**src/rtl/regfile_port_arbiter.sv**
```systemverilog
// regfile_port_arbiter: shares one register-file port set (two reads, one
// write) among NUM_CH execution units. The arbiter grants one requester per
// cycle, using either round-robin or fixed priority. It drives the
// register-file controls in the grant cycle and returns the read data to the
// granted unit one cycle later, together with a one-hot valid pulse.
module regfile_port_arbiter #(
    parameter int NUM_CH = 6,
    parameter int XLEN   = 32,
    parameter int AW     = 5,
    parameter int MODE   = 0     // 0 = round-robin, 1 = fixed priority (ch0 highest)
) (
    input  logic                   CLK,
    input  logic                   RST,
    input  logic [NUM_CH-1:0]      i_REQ,
    input  logic [NUM_CH*AW-1:0]   i_RS1,
    input  logic [NUM_CH*AW-1:0]   i_RS2,
    input  logic [NUM_CH-1:0]      i_WE,
    input  logic [NUM_CH*AW-1:0]   i_RD,
    input  logic [NUM_CH*XLEN-1:0] i_WDATA,
    output logic [NUM_CH-1:0]      o_GNT,
    output logic [NUM_CH-1:0]      o_RVALID,
    output logic [NUM_CH*XLEN-1:0] o_RDATA1,
    output logic [NUM_CH*XLEN-1:0] o_RDATA2,
    output logic [AW-1:0]          o_X_RS1,
    output logic [AW-1:0]          o_X_RS2,
    output logic [AW-1:0]          o_X_RD,
    output logic                   o_X_WE,
    output logic [XLEN-1:0]        o_X_REG_IN,
    input  logic [XLEN-1:0]        i_X_REG_OUT1,
    input  logic [XLEN-1:0]        i_X_REG_OUT2
);

    localparam int PW = (NUM_CH > 1) ? $clog2(NUM_CH) : 1;

    // Registered state
    logic [NUM_CH-1:0]      r_gnt;
    logic [NUM_CH-1:0]      r_rvalid;
    logic [NUM_CH*XLEN-1:0] r_rdata1;
    logic [NUM_CH*XLEN-1:0] r_rdata2;
    logic [AW-1:0]          r_x_rs1;
    logic [AW-1:0]          r_x_rs2;
    logic [AW-1:0]          r_x_rd;
    logic                   r_x_we;
    logic [XLEN-1:0]        r_x_reg_in;
    logic [PW-1:0]          r_ptr;

    // Arbitration results and the winner's fields
    logic [NUM_CH-1:0]      w_elig;
    logic                   w_found;
    logic [PW-1:0]          w_win;
    logic [NUM_CH-1:0]      w_win_oh;
    logic [PW-1:0]          w_ptr_next;
    logic [AW-1:0]          w_rs1;
    logic [AW-1:0]          w_rs2;
    logic [AW-1:0]          w_rd;
    logic [XLEN-1:0]        w_wdata;
    logic                   w_we;

    // A channel that holds the grant this cycle sits out one round. This
    // keeps a held request from being granted twice for one transaction.
    assign w_elig = i_REQ & ~r_gnt;

    // Pick the winner: scan from ptr (round-robin) or from 0 (fixed priority)
    always_comb begin
        int idx;
        // NOTE: every variable assigned in always_comb gets a default first, so no path can infer a latch.
        w_found = 1'b0;
        w_win   = '0;
        idx     = 0;
        for (int i = 0; i < NUM_CH; i++) begin
            if (MODE == 1) begin
                idx = i;
            end else begin
                idx = int'(r_ptr) + i;
                if (idx >= NUM_CH) begin
                    idx = idx - NUM_CH;
                end
            end
            if (!w_found && w_elig[idx]) begin
                w_found = 1'b1;
                w_win   = PW'(idx);
            end
        end
    end

    assign w_win_oh   = {{(NUM_CH-1){1'b0}}, 1'b1} << w_win;
    assign w_ptr_next = (w_win == PW'(NUM_CH - 1)) ? '0 : w_win + PW'(1);

    assign w_rs1   = i_RS1[w_win*AW +: AW];
    assign w_rs2   = i_RS2[w_win*AW +: AW];
    assign w_rd    = i_RD[w_win*AW +: AW];
    assign w_wdata = i_WDATA[w_win*XLEN +: XLEN];
    // x0 is hard-wired zero, so a write to it is dropped here at issue.
    assign w_we    = i_WE[w_win] & (w_rd != '0);

    // Issue stage: register the grant and drive the register-file controls
    always_ff @(posedge CLK or posedge RST) begin
        if (RST) begin
            r_gnt      <= '0;
            r_x_rs1    <= '0;
            r_x_rs2    <= '0;
            r_x_rd     <= '0;
            r_x_we     <= 1'b0;
            r_x_reg_in <= '0;
            r_ptr      <= '0;
        end else begin
            // NOTE: sequential state uses non-blocking assignments so every flop samples pre-edge values.
            r_gnt  <= '0;
            r_x_we <= 1'b0;
            if (w_found) begin
                r_gnt      <= w_win_oh;
                r_x_rs1    <= w_rs1;
                r_x_rs2    <= w_rs2;
                r_x_rd     <= w_rd;
                r_x_we     <= w_we;
                r_x_reg_in <= w_wdata;
                if (MODE == 0) begin
                    r_ptr <= w_ptr_next;
                end
            end
        end
    end

    // Return stage: capture the read data for the channel granted last cycle
    always_ff @(posedge CLK or posedge RST) begin
        if (RST) begin
            r_rvalid <= '0;
            // NOTE: the per-channel data holding registers are reset too, so every output reads 0 after reset.
            r_rdata1 <= '0;
            r_rdata2 <= '0;
        end else begin
            r_rvalid <= r_gnt;
            for (int k = 0; k < NUM_CH; k++) begin
                if (r_gnt[k]) begin
                    r_rdata1[k*XLEN +: XLEN] <= i_X_REG_OUT1;
                    r_rdata2[k*XLEN +: XLEN] <= i_X_REG_OUT2;
                end
            end
        end
    end

    assign o_GNT      = r_gnt;
    assign o_RVALID   = r_rvalid;
    assign o_RDATA1   = r_rdata1;
    assign o_RDATA2   = r_rdata2;
    assign o_X_RS1    = r_x_rs1;
    assign o_X_RS2    = r_x_rs2;
    assign o_X_RD     = r_x_rd;
    assign o_X_WE     = r_x_we;
    assign o_X_REG_IN = r_x_reg_in;

endmodule
```
**config.mk**
```make
export PLATFORM = sky130hd
export DESIGN_NAME = regfile_port_arbiter
export DESIGN_NICKNAME = d
export VERILOG_FILES = /design/src/rtl/regfile_port_arbiter.sv
export SDC_FILE = /design/constraint.sdc
export NUM_CORES = 1
export LEC_CHECK = 0
export CELL_PAD_IN_SITES_DETAIL_PLACEMENT = 0
export CELL_PAD_IN_SITES_GLOBAL_PLACEMENT = 1
export CORE_AREA = 2 2 313 315
export DETAILED_ROUTE_END_ITERATION = 6
export DIE_AREA = 0 0 315 317
export PLACE_DENSITY = 0.59
export SKIP_LAST_GASP = 1
export SYNTH_ARGS = -nofsm -noshare
export SYNTH_HDL_FRONTEND = slang
export SYNTH_SLANG_ARGS = --single-unit
```
**constraint.sdc**
```tcl
create_clock -name CLK -period 36 [get_ports CLK]
set_clock_uncertainty 0.2 [all_clocks]
set_input_delay 9 -clock CLK [delete_from_list [all_inputs] [get_ports CLK]]
set_output_delay 9 -clock CLK [all_outputs]
set_load 0.1 [all_outputs]
```
==> results of run 1 <==
## area by class of cell
class	count	area [µm²]	area share, %
timing repair buffer	823	8170	26.5
tap	1276	1600	5.17
inverter	9	41.3	0.134
multi-input combinational	832	8010	25.9
clock buffer	82	1600	5.18
sequential	447	11200	36.3
antenna	6	15.0	0.0486
clock inverter	15	230	0.746
## stage by stage
step                cells  hold WS (ps)
global route         3487           310
detailed placement   3387           274
floorplan            1381           363
CTS                  3484           285
finish               3490           281
global placement     3387           275
## per-layer routing
layer	share of wire, %	GRT usage, %
met2	51	28.6
met5	0.032	0
met1	37	18.4
met4	3.5	5.98
met3	8.0	4.98
## registers in the layout, summed over array words and instances (netlist names)
signal / flops
o_RDATA1: 192
o_RDATA2: 192
o_X_REG_IN: 32
o_GNT: 6
o_RVALID: 6
o_X_RD: 5
o_X_RS1: 5
o_X_RS2: 5
r_ptr: 3
o_X_WE: 1
## cells in the final DEF, fill, tap and decap left out, drive strengths merged, types with 10 or more instances in the layout
master / Yosys / final
a211oi: 10 / 10
a21oi: 55 / 55
a221o: 44 / 44
buf: 24 / 32
clkbuf: 69 / 82
clkdlybuf4s50: 0 / 791
dfrtp: 447 / 447
ha: 10 / 10
inv: 9 / 12
mux2: 391 / 391
mux4: 47 / 47
nand2: 95 / 95
nand2b: 19 / 19
nor2: 24 / 24
nor3: 20 / 20
o21ai: 13 / 13
## final timing paths
path | startpoint | end | slack [ps] | depth (start not counted)
hold reg to reg | o_X_RD[2] | o_X_RD[2] | 280 | 1
setup reg to reg | r_ptr[0] | o_X_WE | 29440 | 16
max in group asynchronous | RST | o_GNT[4] | 24670 | 4
setup / recovery | i_REQ[1] | o_X_REG_IN[9] | 22710 | 11
min in group asynchronous | RST | o_RDATA2[19] | 8680 | 2
hold / removal | o_X_RD[2] | o_X_RD[2] | 280 | 1
## worst register-to-register path, stage by stage, from the launching register on
cell and delay [ps]:
dfrtp_1 320, buf_4 460, inv_2 300, ha_1 730
inv_1 250, ha_1 300, a211oi_4 280, o21ai_2 140
mux2_4 340, a211oi_4 360, a221oi_2 260, nor2_2 440
mux2_2 780, buf_4 400, mux4_2 540, mux2i_1 210
nor3_1 80
## logic make-up after synthesis
logic type | Yosys count | synth area share, %
buf+inv | 102 | 2.29
fa+ha+maj | 10 | 0.638
flops | 447 | 57.0
mux | 445 | 28.2
simple gates | 203 | 5.07
xor+xnor | 6 | 0.268
compound gates | 168 | 6.52
==> results_dict.tcl, run 1 <==
set metrics [dict create \
    outcome "finished clean" \
    insertion_delay_ps 610 \
    syn_area_um2 19600 \
    grt-ovfl-total 0 \
    drv_cap 0 \
    numClockSinks 447 \
    areaGrowthSynthToFinish_pct 57.3 \
    chipHeight_um 317 \
    cp_data_arrival_time_ps 13580 \
    drtPass1Iterations 5 \
    hpwl_mm 63.6 \
    maxSlewHeadroom_pct 23.3 \
    fin_nets 2538 \
    yosysTopAreaCell "dfrtp_1" \
    hold_buffers 0 \
    finalSetupViolations 0 \
    num_rows 114 \
    fp.coreArea_um2 96300 \
    clock_path_buffers 3 \
    min-delay-path-class "flip-flop to flip-flop" \
    cts.repair.resized 0 \
    grt_pass1_wl_mm 118 \
    cp_common_cell "mux4_2" \
    track_usage_pct 16.2 \
    crit_fanout 60 \
    synthDistinctLibCells 65 \
    cts_buffers 55 \
    yosysTopAreaCellShare_pct 57.0 \
    timing.fmax_ghz 0.0752 \
    drive_gt1_share_pct 26.1 \
    post-route-period-util_pct 36.9 \
    cp_slowest_stage_delay_ps 770 \
    synth-seq-cells 447 \
    synth_edf_count 0 \
    cts_tree "done" \
    cp_slowest_cell "a221oi_2" \
    ys.flop_type "dfrtp_1" \
    syn-num-nets 1751 \
    start_util_pct 20.4 \
    antenna_found_initial 8 \
    crit_chain "clkdlybuf4s50_1 > nand2b_1 > mux4_2 > o21ai_1 > nor2_1 > a221oi_2 > nor2_2 > mux2i_4 > buf_4 > mux4_2 > a221o_1" \
    vias 15232 \
    grt_max_degree 164 \
    cp-end-kind "flip-flop" \
    tightest_slew_ps 1150 \
    io_buffer_count 803 \
    rsz0062_at_grt "false" \
    synth_seq_area_share_pct 57.0 \
    die_x_um 315 \
    route.detailed.drc 0 \
    synth.area.top_cells "dfrtp_1, mux2_2, mux4_2" \
    criticalPathCategory "input port to flip-flop" \
    synth_common_cells "dfrtp_1, mux2_2, nand2_1" \
    crit_buf_inv 2 \
    post-route-util_pct 32.1 \
    place_ws_ps 22110 \
    cp-start-kind "input port" \
    via_per_inst 4.36 \
    htreeDepth 2 \
    finalHoldViolCount 0 \
    fin_area_um2 30900 \
    async_flop_share_pct 100 \
    critPathTopFamily "compound AO/OA/AOI/OAI gates" \
    fin_ws_ps 22710 \
    fin_tns_setup_ps 0 \
    cp.required_ps 36290 \
    n_fill_cell 9678 \
    slew_viol_final 0 \
    place_congestion 0.919 \
    grt_pass1_vias 16123 \
    routed_wl_mm 84.4 \
    placed_cell_area_um2 29000 \
    min_period_ps 13290 \
    die_area_um2 99900 \
    syn_area_per_cell_um2 14.2 \
    wire_per_inst_um 24.2 \
    ant_nets 0 \
    synth_cells 1381 \
    yosysMostFrequentCell "dfrtp_1" \
    drtIter0Drc 896 \
    ys_warn_count 0 \
    ioPinCount 804 \
    root_buffer "clkbuf_16" \
    path_clk_slew_ps 60 \
    postCtsSetupBuffers 0 \
]
Power of run 1 is not shown: default switching activity piles up to over one toggle a cycle in this logic, so the estimate is an artifact.
==> run 2, diff against run 1 <==
--- a/config.mk
+++ b/config.mk
@@ -7,10 +7,10 @@
 export LEC_CHECK = 0
 export CELL_PAD_IN_SITES_DETAIL_PLACEMENT = 0
 export CELL_PAD_IN_SITES_GLOBAL_PLACEMENT = 1
-export CORE_AREA = 2 2 313 315
+export CORE_AREA = 2 2 317 319
 export DETAILED_ROUTE_END_ITERATION = 6
-export DIE_AREA = 0 0 315 317
-export PLACE_DENSITY = 0.59
+export DIE_AREA = 0 0 319 321
+export PLACE_DENSITY = 0.58
 export SKIP_LAST_GASP = 1
 export SYNTH_ARGS = -nofsm -noshare
 export SYNTH_HDL_FRONTEND = slang
==> constraint.sdc (replaced) <==
create_clock -name CLK -period 13.6 [get_ports CLK]
set_clock_uncertainty 0.2 [all_clocks]
set_input_delay 3.4 -clock CLK [delete_from_list [all_inputs] [get_ports CLK]]
set_output_delay 3.4 -clock CLK [all_outputs]
set_load 0.1 [all_outputs]
==> run 2 against run 1 <==
Net effect:
- global-route usage fell by 0.90 points
- die area rose by 2.5%
- setup slack got worse by 18000 ps
- non-clock buffer count did not move
- register-to-register slack got worse by 23000 ps
- critical endpoint is now o_X_REG_IN[0]
==> results_dict.tcl, run 2 (synthesized netlist as in run 1, its figures left out) <==
set metrics [dict create \
    outcome "finished clean" \
    cts_tree "done" \
    cp-start-kind "input port" \
    timing.fmax_ghz 0.117 \
    post-route-period-util_pct 63.1 \
    antenna_found_initial 3 \
    drv_cap 0 \
    min-delay-path-class "flip-flop to flip-flop" \
    grt_max_degree 133 \
    ioPinCount 804 \
    finalHoldViolCount 0 \
    cp.required_ps 13920 \
    htreeDepth 2 \
    routed_wl_mm 80.2 \
    register_area_um2 11200 \
    num_rows 116 \
    grt_pass1_wl_mm 116 \
    tightest_slew_ps 1150 \
    fin_tns_setup_ps 0 \
    finalSetupViolations 0 \
    hpwl_mm 60.3 \
    fin_nets 2537 \
    areaGrowthSynthToFinish_pct 56.8 \
    clock_path_buffers 3 \
    cts.repair.resized 0 \
    fp.coreArea_um2 99300 \
    postCtsSetupBuffers 0 \
    die_x_um 319 \
    mostFrequentLayoutCells "clkdlybuf4s50_1, dfrtp_1, mux2_2" \
    maxSlewHeadroom_pct 23.4 \
    cts_buffers 54 \
    vias 15003 \
    io_buffer_count 803 \
    crit_fanout 41 \
    path_clk_slew_ps 60 \
    route.detailed.drc 0 \
    insertion_delay_ps 610 \
    multiInputGateArea_um2 8010 \
    chipHeight_um 321 \
    cp-end-kind "flip-flop" \
    min_period_ps 8580 \
    drive_gt1_share_pct 25.8 \
    drtIter0Drc 531 \
    numClockSinks 447 \
    cp_data_arrival_time_ps 8900 \
    hold_buffers 0 \
    criticalPathCategory "input port to flip-flop" \
    track_usage_pct 15.3 \
    root_buffer "clkbuf_16" \
    n_fill_cell 9962 \
    wire_per_inst_um 22.9 \
    die_area_um2 102000 \
    start_util_pct 19.8 \
    grt-ovfl-total 0 \
    rsz0062_at_grt "false" \
    slew_viol_final 0 \
    via_per_inst 4.28 \
    place_congestion 0.863 \
    drtPass1Iterations 4 \
    grt_pass1_vias 16445 \
    ant_nets 0 \
    layout_commonest_cell "clkdlybuf4s50_1" \
]
run 2: cell types whose count changed in the layout (fill, tap and decap cells not counted), sizes merged:
cell | previous run | this run
inv | 12 | 9
clkbuf | 82 | 80
bufinv | 3 | 2
diode | 6 | 1
clkdlybuf4s50 | 791 | 793
clkinvlp | 0 | 2
buf | 32 | 30
run 2: routing by layer:
layer / track usage [%] / wire [µm] / vias up
met4: 4.69 / 2280 / 2
li1: - / - / 6711
met3: 4.19 / 5340 / 104
met5: 0 / 13 / -
met1: 16.6 / 30100 / 7575
met2: 28.9 / 42500 / 611
run 2: cell type report:
| cell class | count | share of cell area, % |
|---|---|---|
| clock buffers | 80 | 5.00 |
| flip-flops and latches | 447 | 36.4 |
| well taps | 1298 | 5.28 |
| diodes | 1 | 0.00813 |
| inverters | 9 | 0.122 |
| multi-input cells | 832 | 26.0 |
| repair buffers | 823 | 26.6 |
| clock inverters | 13 | 0.549 |
run 2: worst max-delay path, stage by stage:
cell	delay (ps)
clkdlybuf4s50_1	500
nand2b_1	80
mux4_2	500
o21ai_1	400
nor2_1	130
a221oi_2	750
nor2_2	230
mux2i_4	790
buf_4	550
buf_4	570
mux4_2	600
a221o_1	330
run 2: worst paths after layout:
| path | from | depth (start not counted) | slack [ps] | to |
|---|---|---|---|---|
| setup / recovery | i_REQ[0] | 12 | 5020 | o_X_REG_IN[0] |
| hold / removal | o_X_RD[3] | 1 | 280 | o_X_RD[3] |
| setup reg to reg | r_ptr[0] | 16 | 6310 | o_X_REG_IN[0] |
| hold reg to reg | o_X_RD[3] | 1 | 280 | o_X_RD[3] |
| max in group asynchronous | RST | 4 | 8240 | o_RDATA2[132] |
| min in group asynchronous | RST | 2 | 3010 | o_RDATA1[53] |
run 2: through the flow:
| stage | cell area (µm²) | worst slack (ps) | hold slack (ps) | util [%] | std cells |
|---|---|---|---|---|---|
| final | 30800 | 5020 | 280 | 31.0 | 3503 |
| after global routing | 30800 | 4620 | 294 | 31.0 | 3503 |
| after CTS | 30800 | 5000 | 279 | 31.0 | 3502 |
| after detailed placement | 29100 | 4310 | 266 | 29.3 | 3409 |
| after global placement | 29100 | 4420 | 266 | 29.3 | 3409 |
| after floorplan | 19600 | 3960 | 363 | - | 1381 |
Power of run 2 is left out for the same reason.
==> run 3, diff against run 2 <==
--- a/config.mk
+++ b/config.mk
@@ -7,10 +7,10 @@
 export LEC_CHECK = 0
 export CELL_PAD_IN_SITES_DETAIL_PLACEMENT = 0
 export CELL_PAD_IN_SITES_GLOBAL_PLACEMENT = 1
-export CORE_AREA = 2 2 317 319
+export CORE_AREA = 2 2 313 315
 export DETAILED_ROUTE_END_ITERATION = 6
-export DIE_AREA = 0 0 319 321
-export PLACE_DENSITY = 0.58
+export DIE_AREA = 0 0 315 317
+export PLACE_DENSITY = 0.61
 export SKIP_LAST_GASP = 1
 export SYNTH_ARGS = -nofsm -noshare
 export SYNTH_HDL_FRONTEND = slang
==> constraint.sdc (replaced) <==
create_clock -name CLK -period 7.86 [get_ports CLK]
set_clock_uncertainty 0.2 [all_clocks]
set_input_delay 1.965 -clock CLK [delete_from_list [all_inputs] [get_ports CLK]]
set_output_delay 1.965 -clock CLK [all_outputs]
set_load 0.1 [all_outputs]
==> run 3 against run 2 <==
Net effect:
- flip-flop and latch count did not move
- critical path type is now flip-flop to flip-flop
- cell count fell by 0.40%
- highest routed layer unchanged
- setup slack got worse by 3300 ps
- wire length rose by 3.8%
==> results_dict.tcl, run 3 (synthesized netlist as in run 1, its figures left out) <==
set metrics [dict create \
    hpwl_mm 62.6 \
    layout_commonest_cell "clkdlybuf4s50_1" \
    track_usage_pct 15.9 \
    start_util_pct 20.4 \
    mostFrequentLayoutCells "clkdlybuf4s50_1, dfrtp_1, mux2_2" \
    chipHeight_um 317 \
    numClockSinks 447 \
    min-delay-path-class "flip-flop to flip-flop" \
    finalSetupViolations 0 \
    cp_data_arrival_time_ps 6430 \
    slew_viol_final 0 \
    die_area_um2 99900 \
    die_x_um 315 \
    cp.required_ps 8160 \
    htreeDepth 2 \
    areaGrowthSynthToFinish_pct 57.2 \
    grt_max_degree 155 \
    cp_slowest_cell "ha_1" \
    route.detailed.drc 0 \
    place_congestion 0.904 \
    drtPass1Iterations 5 \
    vias 15190 \
    num_rows 114 \
    wire_per_inst_um 23.9 \
    timing.fmax_ghz 0.163 \
    fin_tns_setup_ps 0 \
    root_buffer "clkbuf_16" \
    antenna_found_initial 7 \
    crit_fanout 49 \
    routed_wl_mm 83.3 \
    postCtsSetupBuffers 0 \
    outcome "finished clean" \
    min_period_ps 6130 \
    finalHoldViolCount 0 \
    post-route-period-util_pct 78.0 \
    crit_chain "buf_4 > inv_2 > ha_1 > inv_1 > ha_1 > a211oi_4 > o21ai_2 > mux2_4 > a211oi_4 > a211oi_1 > buf_4 > or2_1 > mux2i_4 > buf_12 > mux4_2 > a221o_1" \
    grt_pass1_vias 15979 \
    ant_nets 0 \
    ioPinCount 804 \
    cts_tree "done" \
    cp-end-kind "flip-flop" \
    tightest_slew_ps 1200 \
    drv_cap 0 \
    hold_buffers 0 \
    fin_nets 2539 \
    rsz0062_at_grt "false" \
    grt-ovfl-total 0 \
    cp_slowest_stage_delay_ps 690 \
    via_per_inst 4.35 \
    cts.repair.resized 0 \
    cp-start-kind "flip-flop" \
    path_clk_slew_ps 60 \
    drtIter0Drc 662 \
    maxSlewHeadroom_pct 19.6 \
    cts_buffers 53 \
    grt_pass1_wl_mm 117 \
    criticalPathCategory "flip-flop to flip-flop" \
    insertion_delay_ps 640 \
    clock_path_buffers 3 \
    io_buffer_count 803 \
    drive_gt1_share_pct 26.3 \
    fp.coreArea_um2 96300 \
]
==> run 3: through the flow <==
stage,area [µm²],std cells,worst slack (ps),utilization [%],hold slack [ps]
after floorplan,19600,1381,-348,-,363
after global placement,29100,3390,1470,30.2,269
after detailed placement,29100,3390,1390,30.2,283
after CTS,30800,3483,1700,32.0,298
after global routing,30800,3487,1320,32.0,311
final,30800,3489,1730,32.0,295
==> run 3: cell type report <==
class / instances / area, µm²
Inverter: 9 / 37.5
Fill cell: 9603 / 65400
Multi-Input combinational cell: 832 / 8010
Tap cell: 1276 / 1600
Sequential cell: 447 / 11200
Antenna cell: 6 / 15.0
Clock buffer: 81 / 1560
Timing Repair Buffer: 826 / 8230
Clock inverter: 12 / 189
==> run 3: layer usage <==
layer	track usage (%)	vias up	part of all wire [%]
met5	0	-	0.050
met4	5.22	6	3.1
met3	3.64	112	6.1
met2	28.7	587	53
met1	18.5	7802	38
li1	-	6683	-
==> run 3: critical path: cells and delay by family, from the launching register on <==
kind | cells | cell delay (ps)
adders and majority gates | 2 | 980
and+or+nand+nor | 1 | 260
DFF | 1 | 320
AOI/OAI and AO/OA | 5 | 1230
buffers and inverters | 5 | 1430
muxes | 3 | 1500
==> run 3: path summary, 6_finish.rpt <==
path                            from            end  slack [ps]  cells after the start
min                        o_X_RD[2]      o_X_RD[2]         290                      1
min reg2reg                o_X_RD[2]      o_X_RD[2]         290                      1
min in group asynchronous        RST  o_RDATA2[163]        1670                      2
max                         r_ptr[0]  o_X_REG_IN[5]        1730                     16
max in group asynchronous        RST   o_RDATA1[50]        4380                      3
max reg2reg                 r_ptr[0]  o_X_REG_IN[5]        1730                     16
Power of run 3 is left out for the same reason.
